## src/rtl/irq_controller_if.sv

```systemverilog
// CPU memory-bus signals seen by the interrupt controller.
// The CPU drives address/data/strobes; the controller returns read data, its enable and irq.
interface irq_controller_if;
  logic [15:0] addr;
  logic [15:0] data_in;
  logic        read;
  logic        write;
  logic        iack;
  logic [15:0] data_out;
  logic        data_oe;
  logic        irq;

  modport master (
    output addr, data_in, read, write, iack,
    input  data_out, data_oe, irq
  );

  modport slave (
    input  addr, data_in, read, write, iack,
    output data_out, data_oe, irq
  );
endinterface

```

## src/rtl/irq_controller.sv

```systemverilog
// Prioritised, nesting interrupt controller: synchronised edge-latched requests,
// memory-mapped mask/pending/in-service registers and a vectored acknowledge.
module irq_controller #(
  parameter logic [15:0] BASE = 16'hFEF0
) (
  input  logic             clk,
  input  logic             reset,
  input  logic [7:0]       src,
  irq_controller_if.slave  bus
);

  typedef enum logic [2:0] {
    REG_PENDING   = 3'd0,
    REG_MASK      = 3'd1,
    REG_INSERVICE = 3'd2,
    REG_EOI       = 3'd3,
    REG_VECBASE   = 3'd4
  } reg_sel_e;

  logic [7:0]  sync1, sync2, sync_prev;
  logic [1:0]  settle;
  logic [7:0]  pending, mask, inservice;
  logic [11:0] vec_hi;

  logic        hit, settled;
  logic        wr_pending, wr_mask, wr_eoi, wr_vec;
  logic [7:0]  req, rise, ack_bits, eoi_bits;
  logic [3:0]  p, s;
  logic        irq_int;
  logic [7:0]  pending_next, inservice_next;

  function automatic logic [3:0] lowest(input logic [7:0] v);
    logic found;
    lowest = 4'd8;
    found  = 1'b0;
    for (int unsigned i = 0; i < 8; i++) begin
      if (v[i] && !found) begin
        lowest = 4'(i);
        found  = 1'b1;
      end
    end
  endfunction

  function automatic logic [7:0] onehot(input logic [3:0] idx);
    logic [8:0] t;
    t = 9'd1 << idx;
    onehot = t[7:0];
  endfunction

  assign hit     = (bus.addr[15:3] == BASE[15:3]);
  assign settled = (settle == 2'd3);

  always_comb begin
    wr_pending = 1'b0;
    wr_mask    = 1'b0;
    wr_eoi     = 1'b0;
    wr_vec     = 1'b0;
    if (bus.write && hit) begin
      case (bus.addr[2:0])
        REG_PENDING: wr_pending = 1'b1;
        REG_MASK:    wr_mask    = 1'b1;
        REG_EOI:     wr_eoi     = 1'b1;
        REG_VECBASE: wr_vec     = 1'b1;
        default:     ;
      endcase
    end
  end

  // Edge detection stays off until the chain has refilled after reset, so the
  // previous-value flop has caught up with any source held high through reset.
  assign rise = settled ? (sync2 & ~sync_prev) : '0;

  assign req     = pending & mask;
  assign p       = lowest(req);
  assign s       = lowest(inservice);
  assign irq_int = (req != '0) && (p < s);

  assign ack_bits = (bus.iack && irq_int) ? onehot(p) : '0;
  assign eoi_bits = wr_eoi ? onehot(s) : '0;

  always_comb begin
    pending_next   = (pending & ~((wr_pending ? bus.data_in[7:0] : '0) | ack_bits)) | rise;
    inservice_next = (inservice & ~eoi_bits) | ack_bits;
  end

  always_ff @(posedge clk) begin
    if (reset) begin
      sync1     <= '0;
      sync2     <= '0;
      sync_prev <= '0;
      settle    <= '0;
      pending   <= '0;
      mask      <= '0;
      inservice <= '0;
      vec_hi    <= '0;
    end else begin
      sync1     <= src;
      sync2     <= sync1;
      sync_prev <= sync2;
      if (!settled) settle <= settle + 2'd1;
      pending   <= pending_next;
      inservice <= inservice_next;
      if (wr_mask) mask   <= bus.data_in[7:0];
      if (wr_vec)  vec_hi <= bus.data_in[15:4];
    end
  end

  always_comb begin
    bus.data_out = '0;
    if (bus.iack) begin
      bus.data_out = irq_int ? {vec_hi, 1'b0, p[2:0]} : {vec_hi, 4'hF};
    end else if (bus.read && hit) begin
      case (bus.addr[2:0])
        REG_PENDING:   bus.data_out = {8'h00, pending};
        REG_MASK:      bus.data_out = {8'h00, mask};
        REG_INSERVICE: bus.data_out = {8'h00, inservice};
        REG_VECBASE:   bus.data_out = {vec_hi, 4'h0};
        default:       bus.data_out = '0;
      endcase
    end
  end

  assign bus.data_oe = bus.iack || (bus.read && hit);
  assign bus.irq     = irq_int;

endmodule
```

## src/flat_wrapper.sv

```systemverilog
// flat-port wrapper written by rule: the top's interface ports become plain ports
module irq_controller_flat 
#(
  parameter logic [15:0] BASE = 16'hFEF0
)
  (clk, reset, src, bus_addr, bus_data_in, bus_read, bus_write, bus_iack, bus_data_out, bus_data_oe, bus_irq);
  irq_controller_if bus_i ();
  input  logic clk;
  input  logic reset;
  input  logic [7:0] src;
  input wire logic [$bits(bus_i.addr)-1:0] bus_addr;
  input wire logic [$bits(bus_i.data_in)-1:0] bus_data_in;
  input wire logic [$bits(bus_i.read)-1:0] bus_read;
  input wire logic [$bits(bus_i.write)-1:0] bus_write;
  input wire logic [$bits(bus_i.iack)-1:0] bus_iack;
  output wire logic [$bits(bus_i.data_out)-1:0] bus_data_out;
  output wire logic [$bits(bus_i.data_oe)-1:0] bus_data_oe;
  output wire logic [$bits(bus_i.irq)-1:0] bus_irq;
  assign bus_i.addr = bus_addr;
  assign bus_i.data_in = bus_data_in;
  assign bus_i.read = bus_read;
  assign bus_i.write = bus_write;
  assign bus_i.iack = bus_iack;
  assign bus_data_out = bus_i.data_out;
  assign bus_data_oe = bus_i.data_oe;
  assign bus_irq = bus_i.irq;
  irq_controller #(.BASE(BASE)) u_core (.clk(clk), .reset(reset), .src(src), .bus(bus_i));
endmodule
```

## config.mk

```make
export PLATFORM = sky130hd
export DESIGN_NAME = irq_controller_flat
export DESIGN_NICKNAME = d
export VERILOG_FILES = /design/src/rtl/irq_controller_if.sv /design/src/rtl/irq_controller.sv /design/src/flat_wrapper.sv
export SDC_FILE = /design/constraint.sdc
export NUM_CORES = 1
export LEC_CHECK = 0
export CAP_MARGIN = 40
export CORE_ASPECT_RATIO = 0.75
export CORE_MARGIN = 8
export CORE_UTILIZATION = 46
export CTS_CLUSTER_DIAMETER = 200
export CTS_CLUSTER_SIZE = 16
export DETAILED_ROUTE_END_ITERATION = 10
export PLACE_DENSITY = 0.83
export SYNTH_ARGS = -nofsm -noshare
export SYNTH_HDL_FRONTEND = slang
export SYNTH_SLANG_ARGS = --single-unit
```

## constraint.sdc

```tcl
create_clock -name clk -period 2.6 [get_ports clk]
set_input_delay 0.26 -clock clk [delete_from_list [all_inputs] [get_ports clk]]
set_output_delay 0.26 -clock clk [all_outputs]
set_load 0.005 [all_outputs]
```

Word-level counts from Yosys, hierarchy flattened

Cells that the tools add are included.

Add/sub/neg operators: 1
Multiply operators: 0
Divide/modulo/power cells: 0
Order comparisons: 1
Eq/ne operators: 6
Shifts and indexed selects: 2
Muxes and demuxes: 46
Bitwise gates (word level): 10
Reduce and logical (&&, ||, !) cells: 35

Operators with widths:

| kind                                                                  | count |
|---|---|
| 4-bit 2-to-1 mux                                                      | 17 |
| 16-bit one-hot mux with 4 select lines                                | 1 |
| 8-bit AND                                                             | 4 |
| 16-bit 2-to-1 mux                                                     | 2 |
| 8-bit 2-to-1 mux                                                      | 4 |
| 8-bit NOT                                                             | 3 |
| 8-bit bitwise OR                                                      | 3 |
| 1-bit 2-to-1 mux                                                      | 22 |
| 1-bit logical AND                                                     | 18 |
| 1-bit by 4-bit left shift with 8-bit output, first input constant     | 2 |
| 1-bit logical NOT                                                     | 14 |
| 13-bit equality test, second input constant                           | 1 |
| 8-bit nonzero test                                                    | 1 |
| 3-bit by 2-bit equality test with 1-bit output, second input constant | 2 |
| 4-bit < comparator                                                    | 1 |
| 3-bit by 1-bit equality test with 1-bit output, second input constant | 1 |
| 3-bit equality test, second input constant                            | 1 |
| 3-bit logical NOT                                                     | 1 |
| 2-bit by 1-bit adder with 2-bit output, second input constant         | 1 |
| 2-bit equality test, second input constant                            | 1 |
| 1-bit logical OR                                                      | 1 |

Register bits: 62
Latch bits: 0
Bits in writable memories: 0
Memory bits (read-only): 0
Output and inout port bits: 18
Logic and storage cells: 109
Memories kept: 0

Longest topological paths before layout

Depth after elaboration: 31
Gate-level depth with buffers: 10

Worst setup path after synthesis

No wires, ideal clock.

Kind: flip-flop to output port
Start point: reg u_core.pending[7]
End point: out bus_data_out[3]
Data arrival time: 2.235 ns
Path slack: 0.105 ns
Stages on the path, launching flop included: 10
Path through: dfxtp_1 > a22o_1 > a221oi_1 > nor2_1 > ha_1 > nand2_1 > a2111oi_0 > o32ai_2 > and3_1 > o21ai_1

Longest elaborated chain between the ends: 7
Elaborated cells on any way between the ends: 8
Classes of those cells: order compare: 1; mux: 3; bitwise: 1; reduce/logical: 3

RTL lines:

| what                   | line                  | RTL |
|---|---|---|
| start, declared        | irq_controller.sv:22  | `logic [7:0] pending, mask, inservice;` |
| start signal, assigned | irq_controller.sv:101 | `pending <= pending_next;` |
| 8-bit AND *            | irq_controller.sv:73  | `assign req = pending & mask;` |
| 1-bit logical AND      | irq_controller.sv:37  | `if (v[i] && !found) begin` |
| 4-bit 2-to-1 mux       | irq_controller.sv:37  |  |
| 4-bit < comparator     | irq_controller.sv:76  | `assign irq_int = (req != '0) && (p < s);` |
| 1-bit logical AND *    | irq_controller.sv:76  |  |
| via bus_irq            | flat_wrapper.sv:18    | `output wire logic [$bits(bus_i.irq)-1:0] bus_irq;` |
| 4-bit 2-to-1 mux *     | irq_controller.sv:111 | `bus.data_out = irq_int ? {vec_hi, 1'b0, p[2:0]} : {vec_hi, 4'hF};` |
| 16-bit 2-to-1 mux *    | irq_controller.sv:110 | `if (bus.iack) begin` |
| end, declared          | flat_wrapper.sv:16    | `output wire logic [$bits(bus_i.data_out)-1:0] bus_data_out;` |

Mark *: on every way through the listed nets, which the timed path passes. The rest lies on a longest branch.

Worst setup path in the final report

Start point: reg u_core.pending[7]
End point: out bus_data_out[0]

Longest elaborated chain between the ends: 7
Elaborated cells on any way between the ends: 8
Classes of those cells: order compare: 1; mux: 3; bitwise: 1; reduce/logical: 3

RTL lines:

| what                | line |
|---|---|
| 8-bit AND *         | irq_controller.sv:73 |
| 1-bit logical AND   | irq_controller.sv:37 |
| 4-bit 2-to-1 mux    | irq_controller.sv:37 |
| 4-bit < comparator  | irq_controller.sv:76 |
| 1-bit logical AND   | irq_controller.sv:76 |
| 4-bit 2-to-1 mux *  | irq_controller.sv:111 |
| 16-bit 2-to-1 mux * | irq_controller.sv:110 |

Mark *: on every way between the ends. The rest lies on a longest branch, timed or not.

==> results.py <==
metrics = {
    "job": {
        "cap_viol_max_count": 0,
    },
    "worst_setup_path": {
        "arrival_ns": 2.56,
        "crit_fanout": 5,
        "cp.required_ns": 2.34,
        "cp-start-kind": "flip-flop",
        "crit_path_end_kind": "output pin",
        "timing.rr.start": "u_core.pending[7]$_SDFF_PP0_",
        "path_class": "flip-flop to output pin",
        "r2r_slack_ns": -0.11,
        "startpoint": "u_core.pending[7]$_SDFF_PP0_",
    },
    "layout": {
        "final_util_pct": 71.4,
        "syn_to_final_growth_pct": 52.2,
        "fill_cells": 485,
        "finalInstanceArea_um2": 4420,
        "final_nets": 518,
        "n_antenna_cell": 0,
        "finalNonFillerCells": 556,
        "layout-drive-gt1-share_pct": 25.5,
        "final_common_cell": "buf_4",
        "final_cell_mix": "68 x buf_4, 60 x dfxtp_1, 52 x nand2_1, 52 x clkdlybuf4s50_1, 33 x nor2b_1",
    },
    "placed_design": {
        "dp_hpwl_um": 6750,
        "dp.cells": 533,
        "place.gp.congestion": 0.901,
        "dp_slack_ns": -0.500,
        "io_buffers": 62,
        "dpl_cell_area_um2": 4030,
    },
    "cts": {
        "numClockSinks": 62,
        "cts-root-buf": "clkbuf_8",
        "postCtsHoldBufs": 0,
        "cts_tree": "yes",
        "clk_pin_slew_ns": 0.07,
        "cts_made_buffers": 9,
        "htreeDepth": 3,
        "clockBufferDepth": 2,
        "worstSkewPairLatency_ns": 0.33,
    },
    "detailed_routing": {
        "drc": 0,
        "drtIter0Drc": 200,
        "routedWlPerCell_um": 16.1,
        "drtAntennaViolNets": 0,
        "routed_wl_um": 8940,
        "via_per_inst": 5.46,
        "vias": 3036,
        "firstDrtPassIters": 5,
    },
    "die": {
        "fp.dieH_um": 84.8,
        "die_w_um": 108,
        "die-area_um2": 9140,
        "start_util_pct": 46.9,
        "core_area_um2": 6190,
        "io_pins": 63,
        "num_rows": 25,
    },
    "global_route": {
        "grt_pass1_vias": 2903,
        "antenna_found_initial": 0,
        "grt_use_total_pct": 19.2,
        "grt_max_degree": 26,
        "grt.overflow.total": 0,
        "grt_pass1_wl_um": 14100,
    },
    "synthesis": {
        "yosysWarnings": 0,
        "synth.distinct_cells": 48,
        "synth_seq_cells": 62,
        "synth_edf_count": 0,
        "netlist_area_um2": 2910,
        "syn_avg_cell_area_um2": 8.47,
        "synth_nets": 391,
        "synthFlopType": "dfxtp_1",
        "synthesis.instances": 343,
        "async_flop_share_pct": 0,
        "seq_area_frac_synth_pct": 42.7,
    },
    "worst_hold_path": {
        "hp-start": "reset",
        "min_path_type": "input port to flip-flop",
    },
    "power": {
        "power_leakage_nw": 1.82,
        "power.total_mw": 1.97,
        "vdd_drop_max_mv": 0.453,
        "power.density_nw_per_um2": 445,
    },
    "timing": {
        "fin_skew_ns": 0.00376,
        "holdWs_ns": 0.285,
        "finalMaxSlewViolations": 0,
        "setup_viol": 10,
        "rsz0062_at_grt": "true",
        "finalHoldViolations": 0,
        "fin_crit_ns": 2.82,
        "fmax_mhz": 355,
        "relSlewSlack_pct": 68.0,
        "setup_tns_ns": -1.29,
        "worst_pin_slew_ns": 0.481,
        "period_share_pct": 108,
        "fin_ws_ns": -0.220,
    },
    "outcome": {
        "violations": "negative setup slack",
        "status": "complete, but fails checks",
    },
}
==> sequential cells by signal, indices dropped and copies added (netlist names) <==
name / flops
u_core.mask: 8
u_core.sync1: 8
u_core.inservice: 8
u_core.vec_hi: 12
u_core.sync2: 8
u_core.settle: 2
u_core.sync_prev: 8
u_core.pending: 8
==> synthesized netlist by cell type, types with 2 or more instances <==
cell       n  area [um^2]
nand2_1   57          214
o31ai_1    3         22.5
nor3_1     5         25.0
nand2b_1   3         18.8
a21oi_1   31          155
o211ai_1   2         15.0
a32o_1     3         30.0
nor2b_1   33          206
nand4_1    5         31.3
a221oi_1   2         17.5
and3b_1    8         70.1
o21ai_1    7         35.0
mux2i_1   17          170
ha_1       3         37.5
inv_1      8         30.0
nand3_1    5         25.0
buf_1      3         11.3
a22o_1     4         35.0
dfxtp_1   62         1240
clkbuf_1  10         37.5
o21ai_0    3         15.0
nor2_1    30          113
buf_4      2         15.0
o22ai_1    4         25.0
or2_1      3         18.8
a41o_1     8         80.1
==> worst max-delay path, stage by stage (launching register included) <==
cell,delay (ns)
dfxtp_2,0.32
a22o_1,0.25
a221oi_2,0.21
buf_4,0.17
nand2_2,0.06
inv_2,0.07
ha_4,0.20
buf_4,0.14
a21oi_2,0.13
buf_4,0.14
nand2_1,0.08
o32a_1,0.33
buf_2,0.13
==> metal layers <==
layer	track usage (%)	up-vias	routed length, um
li1	-	1464	-
met1	24.3	1433	3890
met2	30.7	126	4220
met3	5.22	13	727
met4	6.16	0	95
met5	0	-	0
==> power breakdown <==
| part | switching (mW) | total, mW | internal (mW) | leakage (nW) |
|---|---|---|---|---|
| combinational | 0.0751 | 0.177 | 0.102 | 1.22 |
| sequential | 0.00953 | 0.983 | 0.974 | 0.505 |
| clock | 0.366 | 0.807 | 0.441 | 0.0964 |
==> worst paths after layout <==
path,to,cells past startpoint
worst max register to register,u_core.pending[3]$_SDFF_PP0_,15
worst min-delay path,u_core.sync2[3]$_SDFF_PP0_,2
worst max-delay path,bus_data_out[0],12
worst min register to register,u_core.sync2[3]$_SDFF_PP0_,1
==> cell families (layout without fill, tap and decap cells) <==
family | after synthesis | after routing | share of synthesized area [%]
fa+ha+maj | 3 | 3 | 1.29
xor+xnor | 1 | 1 | 0.301
buf+inv | 24 | 156 | 3.40
flops | 62 | 62 | 42.7
compound gates | 74 | 74 | 17.0
mux | 17 | 17 | 5.85
simple gates | 162 | 162 | 29.4
==> cell type report <==
class	instances	area [um^2]	share of cell area (%)
Clock buffer	10	128	2.89
Timing Repair Buffer	132	1130	25.5
Multi-Input combinational cell	257	1730	39.1
Clock inverter	6	61.3	1.39
Sequential cell	62	1240	28.1
Tap cell	81	101	2.29
Inverter	8	30.0	0.679
==> what timing repair did <==
item	in CTS	in global routing
pin swaps	14	9
gates resized for setup	43	17
buffers inserted	3	5
setup endpoints to repair	20	28
Power figures use the tool's default switching activity.
